--- src/rtl/mccpu_if.sv ---
// mccpu_if: shared instruction/data memory port of the multi-cycle core.
//   mem_req   - transaction request (master -> slave)
//   mem_we    - 1 = write, 0 = read
//   mem_addr  - word-aligned byte address
//   mem_wdata - store data
//   mem_rdata - read data, valid while mem_ready=1
//   mem_ready - completes the current request
interface mccpu_if;
    logic        mem_req;
    logic        mem_we;
    logic [31:0] mem_addr;
    logic [31:0] mem_wdata;
    logic [31:0] mem_rdata;
    logic        mem_ready;

    modport master (
        output mem_req, mem_we, mem_addr, mem_wdata,
        input  mem_rdata, mem_ready
    );

    modport slave (
        input  mem_req, mem_we, mem_addr, mem_wdata,
        output mem_rdata, mem_ready
    );
endinterface

--- src/rtl/mccpu.sv ---
// mccpu: multi-cycle MIPS-subset core with one shared, handshaked memory port.
//   clk      - clock, all state on rising edge
//   rst      - asynchronous active-low reset
//   bus      - memory port (mccpu_if.master)
//   PC       - address of the instruction in flight
//   retire   - one-cycle pulse in the final state cycle of an instruction
//   halted   - core is stopped in HALT (illegal op or misaligned access)
//   reg_sel  - debug register select
//   reg_data - combinational GPR[reg_sel], $0 reads 0
//
// state    | meaning
// S_IDLE   | one cycle after reset before the first fetch
// S_FETCH  | read instruction at PC, wait for mem_ready
// S_DECODE | latch A/B operands, reject illegal encodings
// S_EXEC   | ALU op; branches and jumps complete here
// S_MEM    | lw/sw data access, wait for mem_ready
// S_WB     | register write-back, PC update
// S_HALT   | absorbing stop state, left only by reset
module mccpu #(
    parameter logic [31:0] RESET_PC = 32'h0000_0000
) (
    input  logic           clk,
    input  logic           rst,
    mccpu_if.master        bus,
    output logic [31:0]    PC,
    output logic           retire,
    output logic           halted,
    input  logic [4:0]     reg_sel,
    output logic [31:0]    reg_data
);
    typedef enum logic [2:0] {
        S_IDLE, S_FETCH, S_DECODE, S_EXEC, S_MEM, S_WB, S_HALT
    } state_t;

    localparam logic [5:0] OP_RTYPE = 6'h00, OP_J    = 6'h02, OP_JAL  = 6'h03,
                           OP_BEQ   = 6'h04, OP_ADDI = 6'h08, OP_ANDI = 6'h0C,
                           OP_ORI   = 6'h0D, OP_LUI  = 6'h0F, OP_LW   = 6'h23,
                           OP_SW    = 6'h2B;
    localparam logic [5:0] F_JR  = 6'h08, F_ADDU = 6'h21, F_SUBU = 6'h23,
                           F_AND = 6'h24, F_OR   = 6'h25, F_SLT  = 6'h2A;

    state_t      state, state_nxt;
    logic [31:0] ir, a_q, b_q, alu_out, mdr;
    logic [31:0] gpr [32];
    logic [31:0] pc_nxt, alu_res, wb_data;
    logic        gpr_we, legal;
    logic [4:0]  wb_dest;

    logic [5:0]  opcode, funct;
    logic [4:0]  rs, rt, rd;
    logic [31:0] sext_imm, zext_imm, pc_plus4, br_target, j_target;

    assign opcode    = ir[31:26];
    assign rs        = ir[25:21];
    assign rt        = ir[20:16];
    assign rd        = ir[15:11];
    assign funct     = ir[5:0];
    assign sext_imm  = {{16{ir[15]}}, ir[15:0]};
    assign zext_imm  = {16'h0000, ir[15:0]};
    assign pc_plus4  = PC + 32'd4;
    assign br_target = pc_plus4 + {sext_imm[29:0], 2'b00};
    assign j_target  = {pc_plus4[31:28], ir[25:0], 2'b00};

    always_comb begin
        legal = 1'b0;
        case (opcode)
            OP_RTYPE: legal = (funct == F_ADDU) || (funct == F_SUBU) || (funct == F_AND) ||
                              (funct == F_OR)   || (funct == F_SLT)  || (funct == F_JR);
            OP_J, OP_JAL, OP_BEQ, OP_ADDI, OP_ANDI,
            OP_ORI, OP_LUI, OP_LW, OP_SW: legal = 1'b1;
            default: legal = 1'b0;
        endcase
    end

    always_comb begin
        alu_res = 32'h0;
        case (opcode)
            OP_RTYPE: begin
                case (funct)
                    F_ADDU:  alu_res = a_q + b_q;
                    F_SUBU:  alu_res = a_q - b_q;
                    F_AND:   alu_res = a_q & b_q;
                    F_OR:    alu_res = a_q | b_q;
                    F_SLT:   alu_res = {31'h0, $signed(a_q) < $signed(b_q)};
                    default: alu_res = 32'h0;
                endcase
            end
            OP_ADDI, OP_LW, OP_SW: alu_res = a_q + sext_imm;
            OP_ANDI: alu_res = a_q & zext_imm;
            OP_ORI:  alu_res = a_q | zext_imm;
            OP_LUI:  alu_res = {ir[15:0], 16'h0000};
            OP_JAL:  alu_res = pc_plus4;
            default: alu_res = 32'h0;
        endcase
    end

    assign wb_dest = (opcode == OP_RTYPE) ? rd : ((opcode == OP_JAL) ? 5'd31 : rt);
    assign wb_data = (opcode == OP_LW) ? mdr : alu_out;

    always_comb begin
        state_nxt = state;
        pc_nxt    = PC;
        retire    = 1'b0;
        gpr_we    = 1'b0;
        case (state)
            S_IDLE:   state_nxt = S_FETCH;
            S_FETCH:  if (bus.mem_ready) state_nxt = S_DECODE;
            S_DECODE: state_nxt = legal ? S_EXEC : S_HALT;
            S_EXEC: begin
                case (opcode)
                    OP_BEQ: begin
                        pc_nxt    = (a_q == b_q) ? br_target : pc_plus4;
                        retire    = 1'b1;
                        state_nxt = S_FETCH;
                    end
                    OP_J: begin
                        pc_nxt    = j_target;
                        retire    = 1'b1;
                        state_nxt = S_FETCH;
                    end
                    OP_LW, OP_SW: state_nxt = (alu_res[1:0] != 2'b00) ? S_HALT : S_MEM;
                    OP_RTYPE: begin
                        if (funct == F_JR) begin
                            if (a_q[1:0] != 2'b00) begin
                                state_nxt = S_HALT;
                            end else begin
                                pc_nxt    = a_q;
                                retire    = 1'b1;
                                state_nxt = S_FETCH;
                            end
                        end else begin
                            state_nxt = S_WB;
                        end
                    end
                    default: state_nxt = S_WB;
                endcase
            end
            S_MEM: begin
                if (bus.mem_ready) begin
                    if (opcode == OP_SW) begin
                        pc_nxt    = pc_plus4;
                        retire    = 1'b1;
                        state_nxt = S_FETCH;
                    end else begin
                        state_nxt = S_WB;
                    end
                end
            end
            S_WB: begin
                gpr_we    = 1'b1;
                pc_nxt    = (opcode == OP_JAL) ? j_target : pc_plus4;
                retire    = 1'b1;
                state_nxt = S_FETCH;
            end
            S_HALT:  state_nxt = S_HALT;
            default: state_nxt = S_IDLE;
        endcase
    end

    always_ff @(posedge clk or negedge rst) begin
        if (!rst) begin
            state   <= S_IDLE;
            PC      <= RESET_PC;
            ir      <= 32'h0;
            a_q     <= 32'h0;
            b_q     <= 32'h0;
            alu_out <= 32'h0;
            mdr     <= 32'h0;
            for (int i = 0; i < 32; i++) gpr[i] <= 32'h0;
        end else begin
            state <= state_nxt;
            PC    <= pc_nxt;
            if (state == S_FETCH && bus.mem_ready) ir <= bus.mem_rdata;
            if (state == S_DECODE) begin
                a_q <= gpr[rs];
                b_q <= gpr[rt];
            end
            if (state == S_EXEC) alu_out <= alu_res;
            if (state == S_MEM && bus.mem_ready) mdr <= bus.mem_rdata;
            // $0 is never written, so it stays at its reset value of zero
            if (gpr_we && wb_dest != 5'd0) gpr[wb_dest] <= wb_data;
        end
    end

    // Address/data are pure functions of held registers, so they stay stable
    // for the whole request and fall to zero as soon as reset forces IDLE.
    assign bus.mem_req   = (state == S_FETCH) || (state == S_MEM);
    assign bus.mem_we    = (state == S_MEM) && (opcode == OP_SW);
    assign bus.mem_addr  = (state == S_FETCH) ? PC : ((state == S_MEM) ? alu_out : 32'h0);
    assign bus.mem_wdata = bus.mem_we ? b_q : 32'h0;
    assign halted        = (state == S_HALT);
    assign reg_data      = (reg_sel == 5'd0) ? 32'h0 : gpr[reg_sel];
endmodule

--- src/flat_wrapper.sv ---
// flat-port wrapper written by rule: the top's interface ports become plain ports
module mccpu_flat 
#(
    parameter logic [31:0] RESET_PC = 32'h0000_0000
)
  (clk, rst, PC, retire, halted, reg_sel, reg_data, bus_mem_req, bus_mem_we, bus_mem_addr, bus_mem_wdata, bus_mem_rdata, bus_mem_ready);
  mccpu_if bus_i ();
  input  logic clk;
  input  logic rst;
  output logic [31:0] PC;
  output logic retire;
  output logic halted;
  input  logic [4:0] reg_sel;
  output logic [31:0] reg_data;
  output wire logic [$bits(bus_i.mem_req)-1:0] bus_mem_req;
  output wire logic [$bits(bus_i.mem_we)-1:0] bus_mem_we;
  output wire logic [$bits(bus_i.mem_addr)-1:0] bus_mem_addr;
  output wire logic [$bits(bus_i.mem_wdata)-1:0] bus_mem_wdata;
  input wire logic [$bits(bus_i.mem_rdata)-1:0] bus_mem_rdata;
  input wire logic [$bits(bus_i.mem_ready)-1:0] bus_mem_ready;
  assign bus_mem_req = bus_i.mem_req;
  assign bus_mem_we = bus_i.mem_we;
  assign bus_mem_addr = bus_i.mem_addr;
  assign bus_mem_wdata = bus_i.mem_wdata;
  assign bus_i.mem_rdata = bus_mem_rdata;
  assign bus_i.mem_ready = bus_mem_ready;
  mccpu #(.RESET_PC(RESET_PC)) u_core (.clk(clk), .rst(rst), .bus(bus_i), .PC(PC), .retire(retire), .halted(halted), .reg_sel(reg_sel), .reg_data(reg_data));
endmodule
--- config.mk ---
export PLATFORM = sky130hd
export DESIGN_NAME = mccpu_flat
export DESIGN_NICKNAME = d
export VERILOG_FILES = /design/src/rtl/mccpu_if.sv /design/src/rtl/mccpu.sv /design/src/flat_wrapper.sv
export SDC_FILE = /design/constraint.sdc
export NUM_CORES = 2
export LEC_CHECK = 0
export CORE_MARGIN = 10
export CORE_UTILIZATION = 25
export CTS_CLUSTER_DIAMETER = 30
export DETAILED_ROUTE_END_ITERATION = 6
export PLACE_DENSITY_LB_ADDON = 0.25
export SETUP_SLACK_MARGIN = 0.15
export SYNTH_ARGS = -nofsm -noshare
export SYNTH_HDL_FRONTEND = slang
export SYNTH_SLANG_ARGS = --single-unit
--- constraint.sdc ---
create_clock -name clk -period 12 [get_ports clk]
set_clock_uncertainty 0.2 [all_clocks]
set_input_delay 2.4 -clock clk [delete_from_list [all_inputs] [get_ports clk]]
set_output_delay 2.4 -clock clk [all_outputs]
set_load 0.1 [all_outputs]
== Word-level counts from Yosys, hierarchy flattened ==
Cells that the tools add are included.

* Add/subtract/negate cells: 5
* Order comparisons: 6
* Equality and inequality tests: 28
* Mux-type cells: 46
* Bitwise logic cells: 8
* Reduce and logical (&&, ||, !) cells: 25

{| class="wikitable"
|+ Operator list
! operator !! number
|-
| $bwmux 1024 || 1
|-
| $mux 32 || 17
|-
| $bmux 32 s5 || 3
|-
| $pmux 32 s3 || 2
|-
| $pmux 32 s6 || 1
|-
| $demux 32 s5 || 1
|-
| $pmux 32 s5 || 1
|-
| $add 32x32->32 || 3
|-
| $eq 6x6->1 const B || 7
|-
| $add 32x3->32 const B || 1
|-
| $and 32x16->32 || 1
|-
| $and 32x32->32 || 1
|-
| $eq 32x32->1 || 1
|-
| $lt 32x32->1 || 1
|-
| $or 32x16->32 || 1
|-
| $or 32x32->32 || 1
|-
| $sub 32x32->32 || 1
|-
| $eq 6x4->1 const B || 5
|-
| $mux 28 || 1
|-
| $ge 6x6->1 const B || 4
|-
| $not 5->6 || 4
|-
| $mux 3 || 6
|-
| $pmux 3 s6 || 1
|-
| $eq 6x2->1 const B || 2
|-
| other kinds (28) || 51
|}

* Register bits: 1219
* Input port bits: 40
* Output and inout bits: 132
* Word-level logic and storage cells: 157

== Depth between registers and ports, before layout ==
* Depth in word-level cells: 9
* Depth in mapped cells: 18
* Gate-level depth less buffers: 17

== Worst setup path after synthesis ==
Ideal clock, no wire load.

* Path kind: in2out
* Start point: in reg_sel[0]
* End point: out reg_data[10]
* Data arrival time: 5448 ps
* Data required time: 9400 ps
* Path slack: 3952 ps
* Stages on the path: 7
* Path buffers: 3
* Path through: clkbuf_1 -> buf_1 -> buf_1 -> mux4_2 -> mux4_2 -> mux2i_1 -> nor2_1

* Cells in the longest elaborated chain, start to end: 5
* Elaborated cells on any way between the ends: 6
* Those cells by class: 4 x mux; 1 x bitwise; 1 x reduce/logical

{| class="wikitable"
|+ RTL lines
! item !! line !! text
|-
| start, declared || flat_wrapper.sv:13 || <nowiki>input logic [4:0] reg_sel;</nowiki>
|-
| $not 5->6 (implied by the code) || mccpu.sv:192 || <nowiki>assign reg_data = (reg_sel == 5'd0) ? 32'h0 : gpr[reg_sel];</nowiki>
|-
| $bmux 32 s5 || mccpu.sv:192 ||
|-
| $mux 32 (implied by the code) (2 in series) || mccpu.sv:192 ||
|-
| $mux 32 (*) || mccpu.sv:192 ||
|-
| end, declared || flat_wrapper.sv:14 || <nowiki>output logic [31:0] reg_data;</nowiki>
|}

Every way passes the cells marked *; elsewhere a longest branch is shown, timed or not. The select of a mux whose other input is x is not followed.

== Worst setup path after layout ==
* Start point: in reg_sel[0]
* End point: out reg_data[0]

Same word-level chain as after synthesis.

==> results.toml <==
[clock_network]
cts.sinks = 1219
cts_buffer_depth = 4
cts_buffers = 324
post-cts-setup-buffers = 0
cts_root_buffer = "clkbuf_16"
htree_levels = 5
clk_pin_slew_ns = 0.04
cts_tree = "yes"
insertion_delay_ns = 0.88
cts_resized = 0
hold_buffers = 0

[critical_path]
path_class = "in -> out"
slowest_delay_ns = 1.02
arrival_ns = 6.61
path_max_fanout = 67
required_ns = 9.40
start_kind = "input port"
critical_path.top_delay_family = "buffers and inverters"
cp-startpoint = "reg_sel[0]"
cp-end-kind = "output port"
crit_top_cell = "mux4_2"
crit_slowest_cell = "clkdlybuf4s50_1"
r2r-start = "u_core.PC[2]$_DFFE_PN0P_"
cp_cell_sequence = "buf_8 > buf_4 > mux4_2 > mux4_2 > mux2i_1 > nor2_1 > clkdlybuf4s50_1"
cp_num_buf_inv = 3

[drt]
drtPass1Iterations = 7
ant_nets = 0
vias_per_cell = 5.55
first_iter_violations = 7157
vias = 63300
drc = 8
drt_wl_total_um = 327000
routedWlPerCell_um = 28.7

[timing]
rsz0062_at_grt = "false"
fin_crit_sh = 0.767
hold_viol_final = 0
min_period_ns = 9.21
slew_violations = 0
fin_ws_ns = 2.79
worst_slew_pin_slew_ns = 1.28
relSlewSlack = 0.143
max_freq_ghz = 0.109
setup_viol = 0
setup_tns_ns = 0

[global_route]
antenna_found_initial = 19
grt_pass1_vias = 62300
grt_pass1_wl_um = 470000
overflow = 0
grt_use_total = 0.187
grt_max_degree = 150

[logic_synthesis]
synth_edf_count = 0
avgSynthCellArea_sq_um = 11.2
netlist_instances = 7043
syn-num-nets = 7260
synth_seq_area_share = 0.388
asyncSetResetFlopFracSynth = 1.00
synth_ff_type = "dfrtp_1"
syn_area_sq_um = 78700
ys.warnings.count = 0
synth.ff_latch_count = 1219
synth.distinct_cells = 91

[floorplan]
rows = 205
core_area_sq_um = 313000
die-width_um = 581
dieArea_sq_um = 338000
start_util = 0.252
io_pins = 172
die_y_um = 581

[worst_hold_path]
hp-start = "u_core.gpr[995]$_DFFE_PN0P_"
holdCritPathClass = "reg -> reg"

[power_and_ir_drop]
peakVddDrop_mv = 0.111
p_leak_uw = 0.0387
power_density_nw_per_um2 = 142

[placed_design]
post-place-ws_ns = 2.75
hpwl_um = 210000
place_congestion = 0.914
io_buffers = 171

[layout]
nets = 7221
drive_above_1_share = 0.260
n_fill_cell = 31300
area_growth_pct = 22.5

[job]
cap_violations = 0

[status]
violations = "design-rule violations"
outcome = "finished with violations"
-- cell families (layout without fill, tap and decap cells) --
family                     Yosys count  count (layout)  synth area share
DFF                               1219            1219             0.388
muxes                             1158            1158             0.301
buffers and inverters              850            1073            0.0443
adders and majority gates          177             177            0.0285
and+or+nand+nor                   1721            1721            0.0932
AOI/OAI and AO/OA                 1837            1837             0.136
other                                0               6                 0
xor gates and xnor gates            81              81           0.00902
-- final timing paths --
path | slack, ns | depth (start not counted) | end
worst max-delay path | 2.79 | 7 | reg_data[0]
worst min-delay path | 0.21 | 0 | u_core.gpr[995]$_DFFE_PN0P_
worst max register to register | 6.19 | 17 | u_core.PC[31]$_DFFE_PN0P_
worst min register to register | 0.21 | 0 | u_core.gpr[995]$_DFFE_PN0P_
max in group asynchronous | 7.70 | 3 | u_core.ir[19]$_DFFE_PN0P_
min in group asynchronous | 1.28 | 1 | u_core.gpr[972]$_DFFE_PN0P_
-- cells in the mapped netlist, types with 22 or more instances --
cell type / n / area share
nand2b_1: 35 / 0.0028
buf_2: 168 / 0.011
xnor2_1: 50 / 0.0056
o221ai_1: 35 / 0.0039
ha_1: 173 / 0.028
a21o_1: 49 / 0.0047
a31oi_1: 22 / 0.0017
nor4_1: 47 / 0.0037
a221oi_1: 51 / 0.0057
o31ai_1: 23 / 0.0022
nand2_1: 170 / 0.0081
mux2_2: 57 / 0.0082
clkbuf_1: 430 / 0.021
nor3_1: 42 / 0.0027
o21bai_1: 26 / 0.0025
mux2i_1: 141 / 0.018
mux4_2: 960 / 0.27
o211ai_1: 22 / 0.0021
o21ai_0: 130 / 0.0083
a222oi_1: 24 / 0.0031
buf_1: 93 / 0.0044
inv_1: 137 / 0.0065
nor2_1: 1242 / 0.059
a22o_1: 40 / 0.0045
xor2_1: 31 / 0.0035
nand3_1: 42 / 0.0027
a21oi_1: 1244 / 0.079
dfrtp_1: 1219 / 0.39
-- cells in the final DEF (no fill, tap or decap), types with 22 or more instances in the layout --
cell             instances
a21oi_1               1244
a221oi_1                51
o21ai_0                130
nor4_1                  46
inv_1                  137
nand2_1                169
nor2_1                1235
nor2_4                  32
mux4_2                 960
clkbuf_16              328
mux2i_1                109
nand2b_1                33
o21bai_1                26
o211ai_1                22
clkinv_2                48
buf_4                  165
xnor2_1                 50
a21o_1                  49
o221ai_1                35
clkbuf_1                26
a222oi_1                24
nor3_1                  40
mux2i_4                 25
bufinv_16               55
a22o_1                  40
nand3_1                 42
clkbuf_8                56
xor2_1                  31
dfrtp_1               1208
ha_1                   173
a31oi_1                 22
clkdlybuf4s50_1        162
mux2_2                  57
o31ai_1                 23
clkinvlp_4              31
-- stage by stage --
step                      hold slack (ns)  cell area, sq um  instances  utilization  total power, uW
after global placement              0.195             84700      10800        0.271             4420
final                               0.213             96400      11400        0.308            13700
after CTS                           0.212             96400      11400        0.308            13800
after detailed placement            0.202             84700      10800        0.271             4430
after floorplan                     0.258             78700       7043            -             4280
after global routing                0.227             96400      11400        0.308            14000
-- cell type report --
type / instances / area, sq um / area share
sequential: 1219 / 30500 / 0.317
timing repair buffer: 345 / 3210 / 0.0333
multi-input combinational: 4974 / 45200 / 0.469
clock buffer: 410 / 9080 / 0.0941
clock inverter: 178 / 2650 / 0.0274
inverter: 140 / 526 / 0.00545
tap: 4140 / 5180 / 0.0537
antenna: 6 / 15.0 / 0.000156
-- routing by layer --
layer	routed length [um]	vias to the layer above	global-route usage
met5	110	-	0
met4	11500	14	0.0606
met3	30500	619	0.0477
met2	143000	3119	0.279
met1	143000	33000	0.264
li1	-	26600	-
-- power breakdown --
part           internal, uW  switching (uW)  total (uW)
Sequential             4120               0        4120
Clock                  6510            2790        9300
Combinational          63.0             169         233
Total                 10700            2960       13700
-- registers in the layout (all words and copies together) (netlist names) --
| signal | count |
|---|---|
| u_core.gpr | 1024 |
| u_core.mdr | 32 |
| u_core.ir | 32 |
| u_core.alu_out | 32 |
| u_core.state | 3 |
| u_core.b_q | 32 |
| u_core.PC | 32 |
| u_core.a_q | 32 |
Note: power is estimated with default switching activity, not from simulation.
